==> src/rtl/cpu_types_pkg.sv <==
// Shared types and constants for the MIPS pipeline hazard logic.
// The optional perf counters in hazard_scoreboard are enabled by defining HAZARD_PERF_EN.
package cpu_types_pkg;

    typedef enum logic [1:0] {
        RUN    = 2'd0,
        DRAIN  = 2'd1,
        HALTED = 2'd2
    } haz_state_t;

    // Primary opcode field values seen by decode.
    localparam logic [5:0] LW   = 6'h23;
    localparam logic [5:0] LL   = 6'h30;
    localparam logic [5:0] SC   = 6'h38;
    localparam logic [5:0] HALT = 6'h3F;

    localparam int CNT_BITS = 3;
    localparam int DRAIN_W  = 4;

    // SC also writes rt (the success flag) through the load return path.
    function automatic logic is_load_op(input logic [5:0] op);
        return (op == LW) || (op == LL) || (op == SC);
    endfunction

endpackage

==> src/rtl/load_scoreboard.sv <==
// Per-register pending-load countdown and the load-use hit for the instruction in D.
module load_scoreboard
    import cpu_types_pkg::*;
#(
    parameter int NREGS    = 32,
    parameter int REG_W    = $clog2(NREGS),
    parameter int LOAD_LAT = 1
) (
    input  logic             CLK,
    input  logic             RST,
    input  logic             issue_fire,
    input  logic             dec_valid,
    input  logic [REG_W-1:0] dec_rs,
    input  logic             dec_uses_rs,
    input  logic [REG_W-1:0] dec_rt,
    input  logic             dec_uses_rt,
    input  logic             dec_wen,
    input  logic [REG_W-1:0] dec_rd,
    input  logic             dec_is_load,
    input  logic             mem_wait,
    output logic             lu_hit
);

    logic [NREGS-1:0] busy;

    genvar gi;
    generate
        for (gi = 0; gi < NREGS; gi++) begin : g_reg
            if (gi == 0) begin : g_r0
                assign busy[gi] = 1'b0;
            end else begin : g_trk
                logic [CNT_BITS-1:0] cnt_q;
                logic [CNT_BITS-1:0] cnt_d;

                // A new writer overrides whatever countdown is in flight for this register.
                always_comb begin
                    cnt_d = cnt_q;
                    if (issue_fire && dec_wen && (dec_rd == REG_W'(gi))) begin
                        cnt_d = dec_is_load ? CNT_BITS'(LOAD_LAT) : '0;
                    end else if (mem_wait) begin
                        cnt_d = cnt_q;
                    end else if (cnt_q != '0) begin
                        cnt_d = cnt_q - 1'b1;
                    end
                end

                always_ff @(posedge CLK) begin
                    if (RST) begin
                        cnt_q <= '0;
                    end else begin
                        cnt_q <= cnt_d;
                    end
                end

                assign busy[gi] = (cnt_q != '0);
            end
        end
    endgenerate

    assign lu_hit = dec_valid && ((dec_uses_rs && busy[dec_rs]) ||
                                  (dec_uses_rt && busy[dec_rt]));

endmodule

==> src/rtl/hazard_scoreboard.sv <==
// Pipeline hazard unit: load scoreboard, memory-wait stalls, branch flushes, halt drain.
// Stall/flush perf counters are present only when HAZARD_PERF_EN is defined.
module hazard_scoreboard
    import cpu_types_pkg::*;
#(
    parameter int NREGS     = 32,
    parameter int REG_W     = $clog2(NREGS),
    parameter int LOAD_LAT  = 1,
    parameter int DRAIN_CYC = 3
`ifdef HAZARD_PERF_EN
    ,
    parameter int CNT_W     = 32
`endif
) (
    input  logic             CLK,
    input  logic             RST,
    input  logic             dec_valid,
    input  logic [REG_W-1:0] dec_rs,
    input  logic             dec_uses_rs,
    input  logic [REG_W-1:0] dec_rt,
    input  logic             dec_uses_rt,
    input  logic             dec_wen,
    input  logic [REG_W-1:0] dec_rd,
    input  logic             dec_is_load,
    input  logic             dec_is_halt,
    input  logic             br_taken,
    input  logic             mem_wait,
    output logic             stall_fd,
    output logic             flush_fd,
    output logic             stall_de,
    output logic             flush_de,
    output logic             stall_em,
    output logic             flush_em,
    output logic             stall_mw,
    output logic             issue_fire,
    output logic             halt
`ifdef HAZARD_PERF_EN
    ,
    output logic [CNT_W-1:0] perf_lu,
    output logic [CNT_W-1:0] perf_mw,
    output logic [CNT_W-1:0] perf_fl
`endif
);

    haz_state_t         state_q, state_d;
    logic [DRAIN_W-1:0] drain_q, drain_d;
    logic               lu_hit;

    load_scoreboard #(
        .NREGS    (NREGS),
        .REG_W    (REG_W),
        .LOAD_LAT (LOAD_LAT)
    ) u_sb (
        .CLK         (CLK),
        .RST         (RST),
        .issue_fire  (issue_fire),
        .dec_valid   (dec_valid),
        .dec_rs      (dec_rs),
        .dec_uses_rs (dec_uses_rs),
        .dec_rt      (dec_rt),
        .dec_uses_rt (dec_uses_rt),
        .dec_wen     (dec_wen),
        .dec_rd      (dec_rd),
        .dec_is_load (dec_is_load),
        .mem_wait    (mem_wait),
        .lu_hit      (lu_hit)
    );

    // Priority mux; outputs are forced quiet while reset is held.
    always_comb begin
        stall_fd   = 1'b0;
        flush_fd   = 1'b0;
        stall_de   = 1'b0;
        flush_de   = 1'b0;
        stall_em   = 1'b0;
        flush_em   = 1'b0;
        stall_mw   = 1'b0;
        issue_fire = 1'b0;
        halt       = 1'b0;
        if (RST) begin
            halt = 1'b0;
        end else if (state_q == HALTED) begin
            stall_fd = 1'b1;
            stall_de = 1'b1;
            stall_em = 1'b1;
            stall_mw = 1'b1;
            halt     = 1'b1;
        end else if (mem_wait) begin
            stall_fd = 1'b1;
            stall_de = 1'b1;
            stall_em = 1'b1;
            stall_mw = 1'b1;
        end else if (state_q == DRAIN) begin
            stall_fd = 1'b1;
            flush_de = 1'b1;
        end else if (br_taken) begin
            flush_fd = 1'b1;
            flush_de = 1'b1;
        end else if (lu_hit) begin
            stall_fd = 1'b1;
            flush_de = 1'b1;
        end else begin
            issue_fire = dec_valid;
        end
    end

    always_comb begin
        state_d = state_q;
        drain_d = drain_q;
        case (state_q)
            RUN: begin
                if (issue_fire && dec_is_halt) begin
                    state_d = DRAIN;
                    drain_d = DRAIN_W'(DRAIN_CYC);
                end
            end
            DRAIN: begin
                if (!mem_wait) begin
                    if (drain_q <= DRAIN_W'(1)) begin
                        state_d = HALTED;
                        drain_d = '0;
                    end else begin
                        drain_d = drain_q - 1'b1;
                    end
                end
            end
            HALTED: begin
                state_d = HALTED;
            end
            default: begin
                state_d = RUN;
                drain_d = '0;
            end
        endcase
    end

    always_ff @(posedge CLK) begin
        if (RST) begin
            state_q <= RUN;
            drain_q <= '0;
        end else begin
            state_q <= state_d;
            drain_q <= drain_d;
        end
    end

`ifdef HAZARD_PERF_EN
    logic             lu_cyc, mw_cyc, fl_cyc;
    logic [CNT_W-1:0] perf_lu_q, perf_mw_q, perf_fl_q;

    assign mw_cyc = (state_q != HALTED) && mem_wait;
    assign fl_cyc = (state_q == RUN) && !mem_wait && br_taken;
    assign lu_cyc = (state_q == RUN) && !mem_wait && !br_taken && lu_hit;

    always_ff @(posedge CLK) begin
        if (RST) begin
            perf_lu_q <= '0;
            perf_mw_q <= '0;
            perf_fl_q <= '0;
        end else begin
            if (lu_cyc && !(&perf_lu_q)) perf_lu_q <= perf_lu_q + 1'b1;
            if (mw_cyc && !(&perf_mw_q)) perf_mw_q <= perf_mw_q + 1'b1;
            if (fl_cyc && !(&perf_fl_q)) perf_fl_q <= perf_fl_q + 1'b1;
        end
    end

    assign perf_lu = perf_lu_q;
    assign perf_mw = perf_mw_q;
    assign perf_fl = perf_fl_q;
`endif

endmodule

==> config.mk <==
export PLATFORM = sky130hd
export DESIGN_NAME = hazard_scoreboard
export DESIGN_NICKNAME = d
export VERILOG_FILES = /design/src/rtl/cpu_types_pkg.sv /design/src/rtl/load_scoreboard.sv /design/src/rtl/hazard_scoreboard.sv
export SDC_FILE = /design/constraint.sdc
export NUM_CORES = 1
export LEC_CHECK = 0
export CORE_ASPECT_RATIO = 1.25
export CORE_MARGIN = 3
export CORE_UTILIZATION = 55
export DETAILED_ROUTE_END_ITERATION = 6
export PLACE_DENSITY = 0.77
export RECOVER_POWER = 50
export SLEW_MARGIN = 15
export SYNTH_ARGS = -nofsm -noshare
export SYNTH_HDL_FRONTEND = slang
export SYNTH_SLANG_ARGS = --single-unit
==> constraint.sdc <==
create_clock -name CLK -period 2.99 [get_ports CLK]
set_input_delay 0.7475 -clock CLK [delete_from_list [all_inputs] [get_ports CLK]]
set_output_delay 0.7475 -clock CLK [all_outputs]
set_load 0.1 [all_outputs]
**Word-level counts from Yosys, hierarchy flattened**

Index checks and enable logic that the tools add are counted.

- Word-level logic and storage cells: 402
- Output and inout port bits: 9
- Bits in registers: 99

- Bitwise gates (word level): 1
- Muxes and demuxes: 133
- Equal/unequal tests: 67
- Reduce and logical (&&, ||, !) cells: 133
- Add/sub/neg operators: 32
- Magnitude comparators: 3

Operators with widths:

| cell | count |
|---|---|
| $mux W3 | 93 |
| $reduce_bool A3 Y1 | 31 |
| $sub A3 B1 Y3 const B | 31 |
| $eq A5 B5 Y1 const B | 16 |
| $ne A2 B1 Y1 const B | 32 |
| $reduce_and A2 Y1 | 31 |
| $reduce_bool A2 Y1 | 31 |
| $eq A5 B4 Y1 const B | 8 |
| $logic_and A1 B1 Y1 | 36 |
| $mux W1 | 30 |
| $eq A5 B3 Y1 const B | 4 |
| $lt A5 B6 Y1 const B | 2 |
| $mux W4 | 3 |
| $pmux W4 S3 | 1 |
| $bmux W1 S5 | 2 |
| $eq A5 B2 Y1 const B | 2 |
| $mux W2 | 3 |
| $pmux W2 S3 | 1 |
| $reduce_and A3 Y1 | 2 |
| $eq A5 B1 Y1 const B | 1 |
| $le A4 B1 Y1 const B | 1 |
| $ne A2 B2 Y1 const B | 2 |
| $sub A4 B1 Y4 const B | 1 |
| $eq A2 B1 Y1 const B | 1 |
| 4 further kinds | 4 |

**Depth between registers and ports, before layout**

- Depth after elaboration: 16
- Gate-level depth with buffers: 12

**Modules after synthesis**

Synthesis repeated with hierarchy kept, for this count alone.

- Cells, all modules: 800
- Area, all modules: 6551.3 um^2

Modules (own cells, without submodules):

| module | seq. area each (um^2) | area an instance (um^2) | instances | cells an instance |
|---|---|---|---|---|
| load_scoreboard | 1861.8 | 6035.8 | 1 | 739 |
| hazard_scoreboard | 120.1 | 515.5 | 1 | 61 |

**Worst setup path after synthesis**

OpenSTA, ideal clock, no wires.

- Path type: input to output
- Start: input dec_rs[2]
- End: output flush_de
- Stages: 8
- Arrival time: 4.861 ns
- Setup slack: -2.619 ns
- Cell sequence: buf_6 and4b_1 or4_1 o22ai_1 o311ai_2 nand4b_2 a211oi_1 nor4_1

- Word-level cells in the longest chain between the ends: 11

RTL lines:

| item | RTL line | RTL |
|---|---|---|
| start, declared | hazard_scoreboard.sv:18 | `input logic [REG_W-1:0] dec_rs,` |
| $bmux W1 S5 | load_scoreboard.sv:60 | `assign lu_hit = dec_valid && ((dec_uses_rs && busy[dec_rs]) \|\|` |
| $mux W1 (not written as such) | load_scoreboard.sv:60 |  |
| $logic_and A1 B1 Y1 | load_scoreboard.sv:60 |  |
| $logic_or A1 B1 Y1 | load_scoreboard.sv:60 |  |
| $logic_and A1 B1 Y1 | load_scoreboard.sv:60 |  |
| $mux W1 | hazard_scoreboard.sv:99 | `end else if (lu_hit) begin` |
| $mux W1 | hazard_scoreboard.sv:96 | `end else if (br_taken) begin` |
| $mux W1 | hazard_scoreboard.sv:93 | `end else if (state_q == DRAIN) begin` |
| $mux W1 | hazard_scoreboard.sv:88 | `end else if (mem_wait) begin` |
| $mux W1 | hazard_scoreboard.sv:82 | `end else if (state_q == HALTED) begin` |
| $mux W1 | hazard_scoreboard.sv:80 | `if (RST) begin` |
| end, declared | hazard_scoreboard.sv:31 | `output logic flush_de,` |

Every way passes these cells. The select of a mux whose other input is x is not followed.

**Worst setup path in the final report**

- Start: input dec_rs[0]
- End: output stall_fd

- Word-level cells in the longest chain between the ends: 11

RTL lines:

| item | RTL line | RTL |
|---|---|---|
| $bmux W1 S5 | load_scoreboard.sv:60 |  |
| $mux W1 (not written as such) | load_scoreboard.sv:60 |  |
| $logic_and A1 B1 Y1 | load_scoreboard.sv:60 |  |
| $logic_or A1 B1 Y1 | load_scoreboard.sv:60 |  |
| $logic_and A1 B1 Y1 | load_scoreboard.sv:60 |  |
| $mux W1 | hazard_scoreboard.sv:99 |  |
| $mux W1 | hazard_scoreboard.sv:96 |  |
| $mux W1 | hazard_scoreboard.sv:93 |  |
| $mux W1 | hazard_scoreboard.sv:88 |  |
| $mux W1 | hazard_scoreboard.sv:82 |  |
| $mux W1 | hazard_scoreboard.sv:80 |  |
| end, declared | hazard_scoreboard.sv:28 | `output logic stall_fd,` |

Every way passes these cells. The select of a mux whose other input is x is not followed.

==> results.md <==
* Number of global-route vias before repair at 6544
* Final nets at 1056
* Clk_lat worst skew at 0.35 ns
* CTS Buffer Depth at 2
* Total congestion overflow at 0
* Max Slew Vio Count at 0
* Startpoint types: primary input
* # rows at 44
* Crit Path Max Fanout at 4
* Sequential fraction of design power at 0.261
* R2R setup slack at -0.17 ns
* Post-layout min period at 3.660 ns
* First-pass GRT wire length at 30400 microns
* Dpl cell area at 8491 sq um
* Crit path to: stall_fd
* Worst r2r src: u_sb.g_reg[2].g_trk.cnt_q[0]
* Routability cong. at 0.8757
* Most common flop cell mapped by yosys: dfxtp_1
* Async set or reset register ratio after synthesis at 0
* Clk sink count at 99
* Post-synthesis register bit count at 99
* Syn Nets at 904
* Layout cells sized above 1 at 0.2764
* Worst r2r dst: u_sb.g_reg[21].g_trk.cnt_q[0]
* CTS tree: done
* Final Cycle Share at 1.224
* H-tree depth at 3
* Area of the mapped netlist at 6759 sq um
* Mapped Cells at 812
* FILL cells at 799
* X dimension of the die at 105.2 microns
* Power per cell area at 927.5 nW/um^2
* Warnings from Yosys at 0
* Final ANT Viol Nets at 0
* Failing checks: setup timing
* Combinational power share at 0.605
* Worst path depth at 11
* Setup ws final at -0.6704 ns
* Diodes inserted at 0
* DRC errors left at 0
* Worst-Margin Slew at 0.7879 ns
* VDD IR-drop max at 0.4689 mV
* Die Y at 129.9 microns
* Critical path's top delay family: compound AO/OA/AOI/OAI gates
* I/O Buffers at 32
* Die ar. at 13660 sq um
* Max_slew headroom at 0.4747
* Max stage delay on crit path at 0.40 ns
* Switching part of the total power at 0.3930
* Initial Utilization at 0.5710
* Commonest non-fill, non-tap cell in the layout: buf_4
* Via count of the routed design at 6301
* Most frequent cells in the layout: buf_4 (138), dfxtp_1 (92), inv_1 (85), nor2_1 (81), nor3_1 (65)
* Routed WL at 18330 microns
* Yosys cell types at 62
* Worst path slowest cell: or3b_4
* Final hold violation count at 0
* Pre-CTS setup slack at -1.010 ns
* Cells along the critical path: buf_8 > buf_6 > or3b_4 > a21oi_2 > o22ai_2 > o311ai_2 > nand4b_4 > a2111oi_4 > buf_4 > nor2_4 > buf_12
* Data arrival, critical path at 2.91 ns
* Initial antenna violation count at 0
* Mean post-synth cell area at 8.324 sq um
* Unrepaired setup endpoints after global routing: yes
* F_max at 273.2 MHz
* Largest net degree at the start of global routing at 74
* EDFF count, synth at 0
* Internal power at 5.063 mW
* Worst setup path startpoint: dec_rs[0]
* Clock Skew at 0.006320 ns
* Reg2reg path depth at 11
* CP required at 2.24 ns
* Final instance area at 8992 sq um
* Core ar. at 11840 sq um
* Top-Level Pins at 34
* Hold/Removal Path Class: reg -> reg
* Clock power share at 0.134
* Total track usage at 0.2765
* Max Cap Viol at 0
* Wire per inst at 16.26 microns
* Area growth, synth to finish at 33.04%
* Root Buffer: clkbuf_16
* Switch Pwr at 3.278 mW
* Worst-path clk slew at 0.06 ns
* Status: finished with violations
* Number of CTS-inserted buffers at 9
* Part of the Yosys area used for sequential elements at 0.2932
* Setup CP Type: in -> out
* Detail Placement HPWL at 13420 microns
* Detailed Route Iter0 Violations at 392
* CP Capture Type: primary output
* Vias/cell at 5.591
* Buf+Inv Stages, Crit Path at 4
* P_leak at 3.758 nW
* Setup Viol. Count Final at 48
* DR pass1 iterations at 5
synth_stat cells (3+ instances only):
cell type / number / area share
nand3b_1: 6 / 0.0067
mux2i_1: 11 / 0.016
o21ai_0: 36 / 0.027
nand4b_1: 3 / 0.0039
or3b_1: 3 / 0.0039
mux2_2: 12 / 0.020
ha_1: 67 / 0.12
nor4bb_1: 4 / 0.0059
xnor2_1: 39 / 0.051
nand2b_1: 15 / 0.014
mux2_1: 20 / 0.033
nor4_1: 4 / 0.0037
xor2_1: 6 / 0.0078
buf_1: 3 / 0.0017
clkbuf_1: 21 / 0.012
nor2_1: 84 / 0.047
nand2_1: 54 / 0.030
a31oi_1: 4 / 0.0037
o2111ai_1: 3 / 0.0039
nor3_2: 6 / 0.0089
a21oi_1: 36 / 0.027
buf_6: 4 / 0.0067
buf_4: 4 / 0.0044
inv_1: 87 / 0.048
nor2b_1: 37 / 0.034
mux4_2: 7 / 0.023
nor3b_1: 5 / 0.0056
nor4_2: 7 / 0.013
buf_2: 6 / 0.0044
and3_1: 12 / 0.011
dfxtp_1: 99 / 0.29
nor3_1: 65 / 0.048
layout make-up:
class,instances,area [sq um],area share
Multi-Input combinational cell,588,4664,0.5187
Sequential cell,99,1991,0.2214
Timing Repair Buffer,179,1538,0.1710
Inverter,87,326.6,0.03632
Clock buffer,10,229.0,0.02546
Tap cell,161,201.4,0.02240
Clock inverter,3,42.54,0.004731
power groups by stage:
stage	Combinational [mW]	Clock [mW]	Sequential, mW
floorplan	3.10	0	2.11
global placement	4.36	0	2.13
finish	5.05	1.12	2.18
global route	5.58	1.19	2.23
detailed placement	4.72	0	2.17
CTS	4.94	1.14	2.16
worst reg2reg max path, stage by stage (launching register included):
cell and delay (ns):
dfxtp_1 0.32, inv_1 0.10, ha_4 0.18, or3b_4 0.39, a21oi_2 0.16, o22ai_2 0.08, o311ai_2 0.37, nand4b_4 0.19
or2_2 0.37, buf_12 0.20, nor4b_4 0.34, mux2_1 0.35
logic make-up (layout without fill, tap and decap cells):
| family | Yosys count | in the layout | share of synthesized area |
|---|---|---|---|
| simple gates | 327 | 327 | 0.2686 |
| buf+inv | 125 | 279 | 0.07719 |
| flops | 99 | 99 | 0.2932 |
| compound gates | 98 | 98 | 0.08515 |
| fa+ha+maj | 67 | 67 | 0.1240 |
| mux | 50 | 50 | 0.09293 |
| xor+xnor | 45 | 45 | 0.05831 |
| other cells | 1 | 1 | 0.0005548 |
state kept, by name, summed over array words and instances (netlist names):
register            count
state_q                 2
drain_q                 4
u_sb.g.g_trk.cnt_q     93
repair_timing:
item                                    CTS  global route
cloned                                    0             0
setup buffers                             6             0
hold buffers                              0             0
resized for setup                        56            16
hold endpoints to repair                  0             0
endpoints found under the setup margin   99            98
pin swaps                                 8            10
per-layer routing:
layer / share of wire / up-vias / wire (microns) / GRT usage
li1: - / 3035 / - / -
met1: 0.39 / 3039 / 7080 / 0.3010
met2: 0.53 / 173 / 9680 / 0.5195
met4: 0.043 / 0 / 794 / 0.1498
met3: 0.042 / 54 / 773 / 0.03859
met5: 0 / - / 0 / 0
stage by stage:
stage,instances,util,total power [mW],setup TNS [ns],hold slack (ns)
final,1127,0.7597,8.341,-5.133,0.5194
after global routing,1127,0.7597,8.994,-12.30,0.5405
after CTS,1128,0.7569,8.249,-5.748,0.5048
after detailed placement,1109,0.7173,6.890,-67.83,0.4964
after global placement,1109,0.7173,6.492,-61.75,0.4811
after floorplan,812,-,5.213,-3.601,0.4704
how the worst min path moves through the flow:
stage | start | to | depth (start not counted)
floorplan | state_q[1] | state_q[1] | 2
global placement | state_q[1] | state_q[1] | 2
detailed placement | state_q[1] | state_q[1] | 2
CTS | state_q[1] | state_q[1] | 2
global route | state_q[1] | state_q[1] | 2
finish | state_q[1] | state_q[1] | 2
Note: power is estimated with default switching activity, not from simulation.
